## src/rtl/seq_scan_pkg.sv

```systemverilog
// Shared types and constants for the serial run-length scan controller.
package seq_scan_pkg;

    typedef enum logic [1:0] {
        IDLE   = 2'd0,
        SHIFT  = 2'd1,
        REPORT = 2'd2
    } state_t;

    typedef logic [1:0] mode_t;

    // bit 0 enables zero-run hits, bit 1 enables one-run hits
    localparam mode_t MODE_OFF  = 2'd0;
    localparam mode_t MODE_ZERO = 2'd1;
    localparam mode_t MODE_ONE  = 2'd2;
    localparam mode_t MODE_BOTH = 2'd3;

endpackage

```

## src/rtl/seq_scan_ctrl_if.sv

```systemverilog
// Word-in / result-out handshake bundle for seq_scan_ctrl.
interface seq_scan_ctrl_if #(
    parameter int unsigned DATA_W = 8,
    parameter int unsigned CNT_W  = $clog2(DATA_W + 1)
) ();

    logic              in_valid;
    logic              in_ready;
    logic [DATA_W-1:0] in_data;
    logic              in_sof;
    logic [1:0]        in_mode;
    logic              out_valid;
    logic              out_ready;
    logic [DATA_W-1:0] out_hit_mask;
    logic [CNT_W-1:0]  out_hit_cnt;

    modport master (
        output in_valid, in_data, in_sof, in_mode, out_ready,
        input  in_ready, out_valid, out_hit_mask, out_hit_cnt
    );

    modport slave (
        input  in_valid, in_data, in_sof, in_mode, out_ready,
        output in_ready, out_valid, out_hit_mask, out_hit_cnt
    );

endinterface

```

## src/rtl/run_detector.sv

```systemverilog
// Serial detector flagging RUN_LEN consecutive equal bits; overlapping runs
// keep hitting once the saturating counter reaches RUN_LEN.
module run_detector #(
    parameter int unsigned RUN_LEN = 4
) (
    input  logic clk,
    input  logic reset,
    input  logic en,
    input  logic clr,
    input  logic w,
    output logic hit_zero,
    output logic hit_one
);

    localparam int unsigned   RW      = $clog2(RUN_LEN + 1);
    localparam logic [RW-1:0] RUN_MAX = RW'(RUN_LEN);

    logic          last_q, last_d;
    logic          hv_q, hv_d;
    logic [RW-1:0] run_q, run_d;
    logic          hit;

    // clr together with en evaluates the bit against an empty history
    always_comb begin
        last_d = last_q;
        hv_d   = hv_q;
        run_d  = run_q;
        hit    = 1'b0;
        if (en) begin
            if (hv_q && !clr && (w == last_q)) begin
                run_d = (run_q == RUN_MAX) ? RUN_MAX : run_q + RW'(1);
            end else begin
                run_d = RW'(1);
            end
            last_d = w;
            hv_d   = 1'b1;
            hit    = (run_d == RUN_MAX);
        end else if (clr) begin
            hv_d  = 1'b0;
            run_d = '0;
        end
    end

    assign hit_zero = hit && !w;
    assign hit_one  = hit && w;

    always_ff @(posedge clk) begin
        if (reset) begin
            last_q <= 1'b0;
            hv_q   <= 1'b0;
            run_q  <= '0;
        end else begin
            last_q <= last_d;
            hv_q   <= hv_d;
            run_q  <= run_d;
        end
    end

endmodule

```

## src/rtl/seq_scan_ctrl.sv

```systemverilog
// Accepts words, streams them MSB-first through a shared run detector and
// returns a per-bit hit mask plus hit count for each word.
module seq_scan_ctrl
    import seq_scan_pkg::*;
#(
    parameter int unsigned DATA_W  = 8,
    parameter int unsigned RUN_LEN = 4,
    parameter int unsigned CNT_W   = $clog2(DATA_W + 1)
) (
    input  logic          clk,
    input  logic          reset,
    seq_scan_ctrl_if.slave bus
);

    localparam int unsigned   KW     = $clog2(DATA_W);
    localparam logic [KW-1:0] K_LAST = KW'(DATA_W - 1);

    state_t            state_q;
    logic [DATA_W-1:0] data_q;
    logic              sof_q;
    mode_t             mode_q;
    logic [KW-1:0]     k_q;
    logic [DATA_W-1:0] mask_q, mask_d;
    logic [CNT_W-1:0]  cnt_q, cnt_d;
    logic              out_valid_q;

    logic det_en;
    logic det_clr;
    logic hit_zero;
    logic hit_one;
    logic hit_rpt;

    // mask fills from the LSB so the first shifted bit lands on bit DATA_W-1
    always_comb begin
        det_en  = (state_q == SHIFT);
        det_clr = det_en && sof_q && (k_q == '0);
        hit_rpt = (hit_zero && (mode_q == MODE_ZERO || mode_q == MODE_BOTH)) ||
                  (hit_one  && (mode_q == MODE_ONE  || mode_q == MODE_BOTH));
        mask_d  = {mask_q[DATA_W-2:0], hit_rpt};
        cnt_d   = cnt_q + CNT_W'(hit_rpt);
    end

    run_detector #(
        .RUN_LEN (RUN_LEN)
    ) u_det (
        .clk      (clk),
        .reset    (reset),
        .en       (det_en),
        .clr      (det_clr),
        .w        (data_q[DATA_W-1]),
        .hit_zero (hit_zero),
        .hit_one  (hit_one)
    );

    always_ff @(posedge clk) begin
        if (reset) begin
            state_q     <= IDLE;
            data_q      <= '0;
            sof_q       <= 1'b0;
            mode_q      <= MODE_OFF;
            k_q         <= '0;
            mask_q      <= '0;
            cnt_q       <= '0;
            out_valid_q <= 1'b0;
        end else begin
            case (state_q)
                IDLE: begin
                    if (bus.in_valid) begin
                        data_q  <= bus.in_data;
                        sof_q   <= bus.in_sof;
                        mode_q  <= bus.in_mode;
                        k_q     <= '0;
                        mask_q  <= '0;
                        cnt_q   <= '0;
                        state_q <= SHIFT;
                    end
                end
                SHIFT: begin
                    data_q <= {data_q[DATA_W-2:0], 1'b0};
                    mask_q <= mask_d;
                    cnt_q  <= cnt_d;
                    k_q    <= k_q + KW'(1);
                    if (k_q == K_LAST) begin
                        state_q     <= REPORT;
                        out_valid_q <= 1'b1;
                    end
                end
                REPORT: begin
                    if (bus.out_ready) begin
                        out_valid_q <= 1'b0;
                        state_q     <= IDLE;
                    end
                end
                default: begin
                    state_q     <= IDLE;
                    out_valid_q <= 1'b0;
                end
            endcase
        end
    end

    assign bus.in_ready     = (state_q == IDLE) && !reset;
    assign bus.out_valid    = out_valid_q;
    assign bus.out_hit_mask = mask_q;
    assign bus.out_hit_cnt  = cnt_q;

endmodule

```

## src/flat_wrapper.sv

```systemverilog
// flat-port wrapper written by rule: the top's interface ports become plain ports
module seq_scan_ctrl_flat import seq_scan_pkg::*;
#(
    parameter int unsigned DATA_W  = 8,
    parameter int unsigned RUN_LEN = 4,
    parameter int unsigned CNT_W   = $clog2(DATA_W + 1)
)
  (clk, reset, bus_in_valid, bus_in_data, bus_in_sof, bus_in_mode, bus_out_ready, bus_in_ready, bus_out_valid, bus_out_hit_mask, bus_out_hit_cnt);
  seq_scan_ctrl_if #(.DATA_W(DATA_W), .CNT_W(CNT_W)) bus_i ();
  input  logic clk;
  input  logic reset;
  input wire logic [$bits(bus_i.in_valid)-1:0] bus_in_valid;
  input wire logic [$bits(bus_i.in_data)-1:0] bus_in_data;
  input wire logic [$bits(bus_i.in_sof)-1:0] bus_in_sof;
  input wire logic [$bits(bus_i.in_mode)-1:0] bus_in_mode;
  input wire logic [$bits(bus_i.out_ready)-1:0] bus_out_ready;
  output wire logic [$bits(bus_i.in_ready)-1:0] bus_in_ready;
  output wire logic [$bits(bus_i.out_valid)-1:0] bus_out_valid;
  output wire logic [$bits(bus_i.out_hit_mask)-1:0] bus_out_hit_mask;
  output wire logic [$bits(bus_i.out_hit_cnt)-1:0] bus_out_hit_cnt;
  assign bus_i.in_valid = bus_in_valid;
  assign bus_i.in_data = bus_in_data;
  assign bus_i.in_sof = bus_in_sof;
  assign bus_i.in_mode = bus_in_mode;
  assign bus_i.out_ready = bus_out_ready;
  assign bus_in_ready = bus_i.in_ready;
  assign bus_out_valid = bus_i.out_valid;
  assign bus_out_hit_mask = bus_i.out_hit_mask;
  assign bus_out_hit_cnt = bus_i.out_hit_cnt;
  seq_scan_ctrl #(.DATA_W(DATA_W), .RUN_LEN(RUN_LEN), .CNT_W(CNT_W)) u_core (.clk(clk), .reset(reset), .bus(bus_i));
endmodule
```

## config.mk

```make
export PLATFORM = sky130hd
export DESIGN_NAME = seq_scan_ctrl_flat
export DESIGN_NICKNAME = d
export VERILOG_FILES = /design/src/rtl/seq_scan_pkg.sv /design/src/rtl/seq_scan_ctrl_if.sv /design/src/rtl/run_detector.sv /design/src/rtl/seq_scan_ctrl.sv /design/src/flat_wrapper.sv
export SDC_FILE = /design/constraint.sdc
export NUM_CORES = 1
export LEC_CHECK = 0
export BUFFER_PORTS_ARGS = -buffer_cell sky130_fd_sc_hd__buf_2
export CAP_MARGIN = 20
export CORE_MARGIN = 4
export CORE_UTILIZATION = 58
export CTS_CLUSTER_DIAMETER = 100
export DETAILED_ROUTE_END_ITERATION = 10
export PLACE_DENSITY = 0.83
export SYNTH_ARGS = -nofsm -noshare
export SYNTH_HDL_FRONTEND = slang
export SYNTH_SLANG_ARGS = --single-unit
```

## constraint.sdc

```tcl
create_clock -name clk -period 4.3 [get_ports clk]
set_input_delay 0.645 -clock clk [delete_from_list [all_inputs] [get_ports clk]]
set_output_delay 0.645 -clock clk [all_outputs]
set_load 0.02 [all_outputs]
```

# Yosys cells after proc, flatten, opt, wreduce, memory -nomap -nowiden
# Index checks and enable logic that the tools add are counted.
[classes]
add_sub_neg = 3
eq_ne = 12
mux = 23
bitwise = 1
reduce_logical = 23
[op_table]
columns = ["cell", "count"]
rows = [
  ["case mux 8 bit (2 select lines)", 2],
  ["two-way mux 3 bit", 6],
  ["two-way mux 8 bit", 2],
  ["== test 3 bit, second input constant", 3],
  ["logical AND 1 bit", 9],
  ["case mux 4 bit (2 select lines)", 1],
  ["adder 3 x 1 -> 3 bit, second input constant", 2],
  ["== test 2 bit, second input constant", 3],
  ["two-way mux 2 bit", 3],
  ["!= test 2 bit, second input constant", 3],
  ["case mux 2 bit (3 select lines)", 1],
  ["case mux 3 bit (2 select lines)", 1],
  ["AND reduction 3 bit", 2],
  ["two-way mux 1 bit", 5],
  ["adder 4 x 1 -> 4 bit", 1],
  ["== test 2 x 1 -> 1 bit, second input constant", 2],
  ["two-way mux 4 bit", 1],
  ["AND reduction 2 bit", 2],
  ["nonzero test 2 bit", 2],
  ["logical NOT 1 bit", 3],
  ["logical NOT 3 bit", 1],
  ["logical OR 1 bit", 3],
  ["case mux 1 bit (3 select lines)", 1],
  ["logical NOT 2 bit", 1],
  ["other kinds (2)", 2],
]
[word_totals]
ff_bits = 34
input_bits = 15
output_inout_bits = 14

# Logic depth before layout (Yosys ltp)
# Gate-level depths: netlist (run 1).
[depth]
word_depth = 15
depth_mapped = 10
mapped_depth_nobuf = 10

# By module
# Synthesis (run 1) repeated with hierarchy kept, for this count alone.
[unflattened]
cells_unflattened = 171
hier_area_um2 = 1622.8
[modules_own_cells]
columns = ["mod", "instances", "cells_each", "area_per_inst_um2", "seq_area_each_um2"]
rows = [
  ["seq_scan_ctrl", 1, 139, 1328.8, 580.6],
  ["run_detector", 1, 32, 294.0, 100.1],
]

# Least setup slack after synthesis (run 1)
# OpenSTA, ideal clock, no wires.
[synth_timing]
path_type = "input-to-output"
from = "input port reset"
to = "output port bus_in_ready"
arrival_time_ns = 1.535
slack_ns = 2.120
path_stages = 3
cell_sequence = "clkbuf_1 > clkbuf_1 > nor3_1"
[synth_between]
elab_chain_len = 2
[synth_lines]
columns = ["element", "line_no", "source"]
rows = [
  ["start, declared", "flat_wrapper.sv:11", "input logic reset;"],
  ["logical NOT 1 bit", "seq_scan_ctrl.sv:102", "assign bus.in_ready = (state_q == IDLE) && !reset;"],
  ["logical AND 1 bit", "seq_scan_ctrl.sv:102", ""],
  ["end, declared", "flat_wrapper.sv:17", "output wire logic [$bits(bus_i.in_ready)-1:0] bus_in_ready;"],
]
# Every way passes these cells.

# Worst setup path in the final report (run 1)
[layout_timing]
from = "register u_core.state_q[0]"
to = "register u_core.cnt_q[2] (netlist: u_core.bus.out_hit_cnt[2])"
[layout_between]
elab_chain_len = 15
[layout_lines]
columns = ["element", "line_no", "source"]
rows = [
  ["start, declared", "seq_scan_ctrl.sv:18", "state_t state_q;"],
  ["start signal, assigned", "seq_scan_ctrl.sv:57", "state_q <= IDLE;"],
  ["start signal, assigned", "seq_scan_ctrl.sv:75", "state_q <= SHIFT;"],
  ["start signal, assigned", "seq_scan_ctrl.sv:84", "state_q <= REPORT;"],
  ["== test 2 x 1 -> 1 bit", "seq_scan_ctrl.sv:35, seq_scan_ctrl.sv:66", ""],
  ["logical AND 1 bit (2 in a row)", "seq_scan_ctrl.sv:36", "det_clr = det_en && sof_q && (k_q == '0);"],
  ["logical NOT 1 bit", "run_detector.sv:30", "if (hv_q && !clr && (w == last_q)) begin"],
  ["logical AND 1 bit (2 in a row)", "run_detector.sv:30", ""],
  ["two-way mux 3 bit", "run_detector.sv:30", ""],
  ["two-way mux 3 bit", "run_detector.sv:29", "if (en) begin"],
  ["== test 3 bit", "run_detector.sv:37", "hit = (run_d == RUN_MAX);"],
  ["two-way mux 1 bit", "run_detector.sv:29", ""],
  ["logical AND 1 bit, on equally long branches", "run_detector.sv:44, run_detector.sv:45", ""],
  ["logical AND 1 bit, on equally long branches", "seq_scan_ctrl.sv:37, seq_scan_ctrl.sv:38", ""],
  ["logical OR 1 bit", "seq_scan_ctrl.sv:37", "hit_rpt = (hit_zero && (mode_q == MODE_ZERO || mode_q == MODE_BOTH)) ||"],
  ["adder 4 x 1 -> 4 bit", "seq_scan_ctrl.sv:40", "cnt_d = cnt_q + CNT_W'(hit_rpt);"],
  ["case mux 4 bit (2 select lines)", "seq_scan_ctrl.sv:66", "case (state_q)"],
  ["end signal, assigned", "seq_scan_ctrl.sv:81", "cnt_q <= cnt_d;"],
  ["end, declared", "seq_scan_ctrl.sv:24", "logic [CNT_W-1:0] cnt_q, cnt_d;"],
]
# Parallel ways exist; a longest one is shown, timed or not. The select of a mux whose other input is x is not followed.
# A chain may end at the register's enable or synchronous reset.

==> impl_metrics.csv, run 1 <==
group,metric,value,unit
critical_path,worstPathCellList,"nand2b_4, o211a_4, and3_1, ha_1, ha_1, nand2_1, xor2_1, nor3_1",
floorplan,ios,29,
power,power.total,648,uW
layout,multi_input_area,790,um2
critical_path,startpoint_type,"flop",
logic_synthesis,syn_nets,208,
logic_synthesis,synth_edf_count,0,
cts,clock_sink_count,34,
timing,fin_crit,2.21,ns
global_routing,grt_pass1_wl,5420,um
cts,cts_tree,"yes",
layout,finalNetCount,229,
cts,hold_buffers,0,
timing,finalClockSkew,0.0141,ns
timing,max_freq,453,MHz
drt,drc,0,
logic_synthesis,synth_top_family_by_area,"simple AND/OR/NAND/NOR gates",
global_routing,use_met1,0.225,
critical_path,worstPathArrival,2.42,ns
logic_synthesis,synth_compound_area_frac,0.167,
job,max-cap-violations,0,
floorplan,die_h,60.2,um
cts,clock_latency,0.34,ns
logic_synthesis,synth_xor_area_frac,0.0111,
drt,ant_nets,0,
logic_synthesis,synthAdderAreaFrac,0.0553,
drt,first_pass_iters,5,
global_routing,track_usage,0.197,
timing,fin_setup_tns,0,ns
timing,rsz0062_at_grt,"false",
logic_synthesis,synthMuxAreaShare,0.0126,
floorplan,dieWidth,60.2,um
cts,post_cts.repair.setup_buffers,0,
critical_path,cp_common_cell,"ha_1",
critical_path,crit_slowest_cell,"dfxtp_1",
floorplan,core,0.00254,mm2
logic_synthesis,netlist_instances,186,
layout,regArea,681,um2
cts,path_clk_slew,0.11,ns
logic_synthesis,syn_area_per_cell,8.51,um2
run_status,status,"finished clean",
global_routing,grt_pass1_vias,1282,
floorplan,initial_utilization,0.622,
critical_path,end_kind,"flop",
floorplan,die_area,0.00363,mm2
cts,cts_resized,0,
timing,finalHoldViolations,0,
drt,vias_per_cell,5.56,
critical_path,max_stage_delay,0.58,ns
layout,syn2layout_area_growth,10.9,%
global_routing,met2_usage,0.340,
logic_synthesis,ys.warnings.count,0,
power,power.density,369,mW/mm2
timing,period_share,0.513,
layout,n_antenna_cell,0,
critical_path,required,4.51,ns
placed_design,dp_hpwl,2200,um
logic_synthesis,synth_cell_types,31,
cts,cts_root_buf,"clkbuf_4",
drt,vias,1317,
timing,setup_viol,0,
drt,post_drt_wl_per_cell,13.4,um
timing,slew_violations,0,
drt,wirelength,3180,um
cts,cts_buffer_depth,2,
global_routing,grt.busiest_layer,"met2",
global_routing,grt_max_degree,36,
critical_path,critPathKind,"reg2reg",
logic_synthesis,synthArstFlopShare,0,
power,p_leak,0.000721,uW
logic_synthesis,yosys.area_share.simple,0.253,
layout,fill_cells,218,
global_routing,antenna_found_initial,0,
global_routing,gr-usage-met3,0.0626,
timing,slew_headroom,0.550,
min_path,min_path_type,"reg2reg",
floorplan,num_rows,18,
timing,max_slew.worst_pin.slew,0.674,ns
logic_synthesis,synth_seq_area_share,0.430,
power,ir_drop,414,uV
layout,drive_gt1_frac,0.232,
logic_synthesis,syn_area,0.00158,mm2
placed_design,port_buffers,28,
global_routing,grt_overflow,0,
placed_design,gp_congestion,0.782,
critical_path,path_max_fanout,35,
cts,numCtsBuffers,5,
drt,dr.first_iter.drc_count,43,
logic_synthesis,ys.flop_type,"dfxtp_1",
logic_synthesis,ys_ff_latch,34,
cts,htree_levels,2,
registers in the layout (all words and copies together) (netlist names):
register and flops:
u_core.bus.out_hit_mask 8, u_core.u_det.hv_q 1, u_core.state_q 2, u_core.bus.out_hit_cnt 4, u_core.u_det.run_q 3, u_core.mode_q 2, u_core.u_det.last_q 1, u_core.data_q 8
u_core.bus.out_valid 1, u_core.k_q 3, u_core.sof_q 1
cells in the final DEF, fill, tap and decap left out, types with 2 or more instances in the layout:
| cell type | instances |
|---|---|
| buf_2 | 28 |
| mux2i_1 | 2 |
| nand3_1 | 14 |
| a21oi_1 | 23 |
| nand2_1 | 37 |
| a311oi_1 | 2 |
| dfxtp_1 | 34 |
| inv_1 | 5 |
| clkbuf_4 | 5 |
| nor2_1 | 22 |
| ha_1 | 7 |
| nor3_1 | 4 |
| a311oi_2 | 5 |
critical path: cells and delay by family (launching register included):
family	cells	cell delay, ns
simple gates	4	0.62
flops	1	0.58
xor+xnor	1	0.15
compound gates	1	0.37
fa+ha+maj	2	0.37
stage by stage:
stage,hold slack (ns),std cells,util,worst slack (ns),cell area (um2)
floorplan,0.436,186,-,2.12,1580
global placement,0.449,229,0.655,2.19,1670
detailed placement,0.453,229,0.655,2.11,1670
CTS,0.466,236,0.687,2.09,1750
global route,0.481,237,0.690,1.90,1760
finish,0.465,237,0.690,2.09,1760
cell families (layout without fill, tap and decap cells):
| group | after synthesis | in the layout |
|---|---|---|
| AOI/OAI and AO/OA | 35 | 35 |
| xor gates and xnor gates | 2 | 2 |
| adders and majority gates | 7 | 7 |
| buffers and inverters | 20 | 41 |
| DFF | 34 | 34 |
| muxes | 2 | 2 |
| and+or+nand+nor | 86 | 86 |
routing by layer:
layer / wire [um] / vias to the layer above
met5: 0 / -
met1: 1410 / 614
li1: - / 672
met4: 33 / 0
met2: 1600 / 27
met3: 134 / 4
power by group:
group	internal, uW	switching (uW)	total (uW)
combinational	26.2	43.0	69.2
clock	135	107	242
sequential	326	9.63	336
synthesized netlist by cell type (all sizes together) (2+ instances only):
cell type	n	area, um2
nor2	23	88.8
dfxtp	34	681
inv	5	18.8
a21oi	23	115
ha	7	87.6
nand3	14	70.1
buf	11	78.8
nor3	5	30.0
clkbuf	4	15.0
a311oi	7	92.6
nand2	37	139
mux2i	2	20.0
layout make-up:
cell class,instances,share of cell area
Clock buffer,6,0.0292
Clock inverter,1,0.0171
Inverter,5,0.0107
Multi-Input combinational cell,132,0.450
Sequential cell,34,0.388
Tap cell,30,0.0214
Timing Repair Buffer,29,0.0841
final timing paths:
check / startpoint / end / slack [ns] / cells past startpoint
worst max-delay path: u_core.state_q[0] / u_core.bus.out_hit_cnt[2] / 2.09 / 8
worst min-delay path: u_core.mode_q[0] / u_core.mode_q[0] / 0.46 / 2
worst max register to register: u_core.state_q[0] / u_core.bus.out_hit_cnt[2] / 2.09 / 8
worst min register to register: u_core.mode_q[0] / u_core.mode_q[0] / 0.46 / 2
Note: power is estimated with default switching activity, not from simulation.
==> run 2: changes to the inputs <==
Settings changed: CORE_UTILIZATION 58 to 49, PLACE_DENSITY 0.83 to 0.74.
Clock period 4.3 ns to 1.85 ns, I/O delays scaled along.
==> impl_metrics.csv, run 2 (synthesis gave the netlist of run 1 again) <==
group,metric,value,unit
layout,drive_gt1_frac,0.313,
layout,final_common_cell,"nand2_1",
placed_design,gp_congestion,0.725,
drt,vias,1345,
floorplan,die_area,0.00420,mm2
timing,rsz0062_at_grt,"true",
layout,finalNetCount,238,
layout,finish.utilization,0.607,
placed_design,port_buffers,28,
global_routing,grt_pass1_vias,1207,
critical_path,worstPathArrival,2.05,ns
timing,whs,0.170,ns
floorplan,die_h,64.8,um
cts,cts_root_buf,"clkbuf_4",
timing,max_slew.worst_pin.slew,0.488,ns
power,power.density,745,mW/mm2
layout,fill_cells,286,
timing,period_share,0.964,
global_routing,grt_max_degree,26,
timing,finalHoldViolations,0,
placed_design,dp_hpwl,2060,um
drt,drc,0,
critical_path,end_kind,"flop",
layout,n_antenna_cell,0,
global_routing,grt_pass1_wl,5180,um
cts,clock_sink_count,34,
power,p_leak,0.000753,uW
cts,clock_latency,0.33,ns
timing,slew_violations,0,
floorplan,dieWidth,64.8,um
drt,post_drt_wl_per_cell,12.2,um
cts,cts_tree,"yes",
drt,dr.first_iter.drc_count,47,
power,ir_drop,495,uV
global_routing,antenna_found_initial,0,
drt,vias_per_cell,5.15,
cts,numCtsBuffers,5,
layout,multi_input_area,831,um2
timing,finalClockSkew,0.00637,ns
floorplan,num_rows,20,
min_path,min_path_type,"in2reg",
run_status,status,"finished clean",
layout,syn2layout_area_growth,18.0,%
critical_path,required,2.12,ns
global_routing,track_usage,0.159,
floorplan,ios,29,
timing,slew_headroom,0.674,
timing,max_freq,561,MHz
cts,htree_levels,2,
critical_path,critPathKind,"reg2reg",
drt,ant_nets,0,
drt,first_pass_iters,4,
floorplan,initial_utilization,0.514,
global_routing,grt_overflow,0,
cts,path_clk_slew,0.10,ns
critical_path,path_max_fanout,3,
cts,hold_buffers,0,
drt,wirelength,3190,um
layout,regArea,686,um2
cts,cts_buffer_depth,2,
job,max-cap-violations,0,
critical_path,startpoint_type,"flop",
floorplan,core,0.00308,mm2
layout,final_cell_mix,"nand2_1 (36), dfxtp_1 (32), buf_2 (28), nor2_1 (22), a21oi_1 (22)",
timing,fin_crit,1.78,ns
timing,setup_viol,0,
power,power.total,1390,uW
==> run 2: cell types whose count changed in the layout (fill, tap and decap cells not counted), moves of 2 or more <==
cell     before  now
ha_4          0    2
buf_4         1   10
ha_2          0    2
ha_1          7    3
dfxtp_1      34   32
inv_1         5    3
==> run 2: cell type report <==
cell class              count  share of cell area
inverters                   5              0.0114
flip-flops and latches     34               0.367
well taps                  44              0.0295
clock inverters             1             0.00268
multi-input cells         132               0.445
clock buffers               7              0.0295
repair buffers             38               0.115
==> run 2: critical path, cell delays in order, from the launching register on <==
cell	delay, ns
dfxtp_2	0.35
inv_2	0.07
ha_4	0.14
and3b_1	0.18
nor3_2	0.14
and3_1	0.18
ha_2	0.20
ha_4	0.13
nand2_2	0.04
xor2_1	0.14
nor3_1	0.15
==> run 2: path summary, 6_finish.rpt <==
check / start / end / slack [ns] / cells after the start
min: bus_in_data[0] / u_core.data_q[0] / 0.17 / 3
min reg2reg: u_core.mode_q[1] / u_core.mode_q[1] / 0.46 / 2
max reg2reg: u_core.u_det.run_q[1] / u_core.bus.out_hit_cnt[2] / 0.07 / 10
max: u_core.u_det.run_q[1] / u_core.bus.out_hit_cnt[2] / 0.07 / 10
==> run 2: routing by layer <==
metal | share of wire | routed length [um] | global-route usage
met5 | 0 | 0 | 0
met4 | 0.0082 | 26 | 0.0686
met3 | 0.045 | 145 | 0.0537
met2 | 0.47 | 1510 | 0.258
met1 | 0.47 | 1500 | 0.190
==> run 2: through the flow <==
stage | worst slack [ns] | cell area, um2 | instances | setup TNS (ns)
floorplan | 0.0375 | 1580 | 186 | 0
global placement | 0.0739 | 1740 | 251 | 0
detailed placement | 0.0115 | 1740 | 251 | 0
CTS | 0.0137 | 1830 | 260 | 0
global route | -0.0490 | 1870 | 261 | -0.0867
finish | 0.0665 | 1870 | 261 | 0
==> run 2: power breakdown <==
part           internal, uW  switching (uW)
clock                   184             244
sequential              759            17.6
combinational          77.9             109
total                  1020             370
==> run 2: what timing repair did <==
item	in CTS	in global routing
setup endpoints to repair	1	3
gates cloned	0	0
endpoints found under the hold margin	0	0
resized for setup	6	9
setup buffers	1	1
pin swaps	2	5
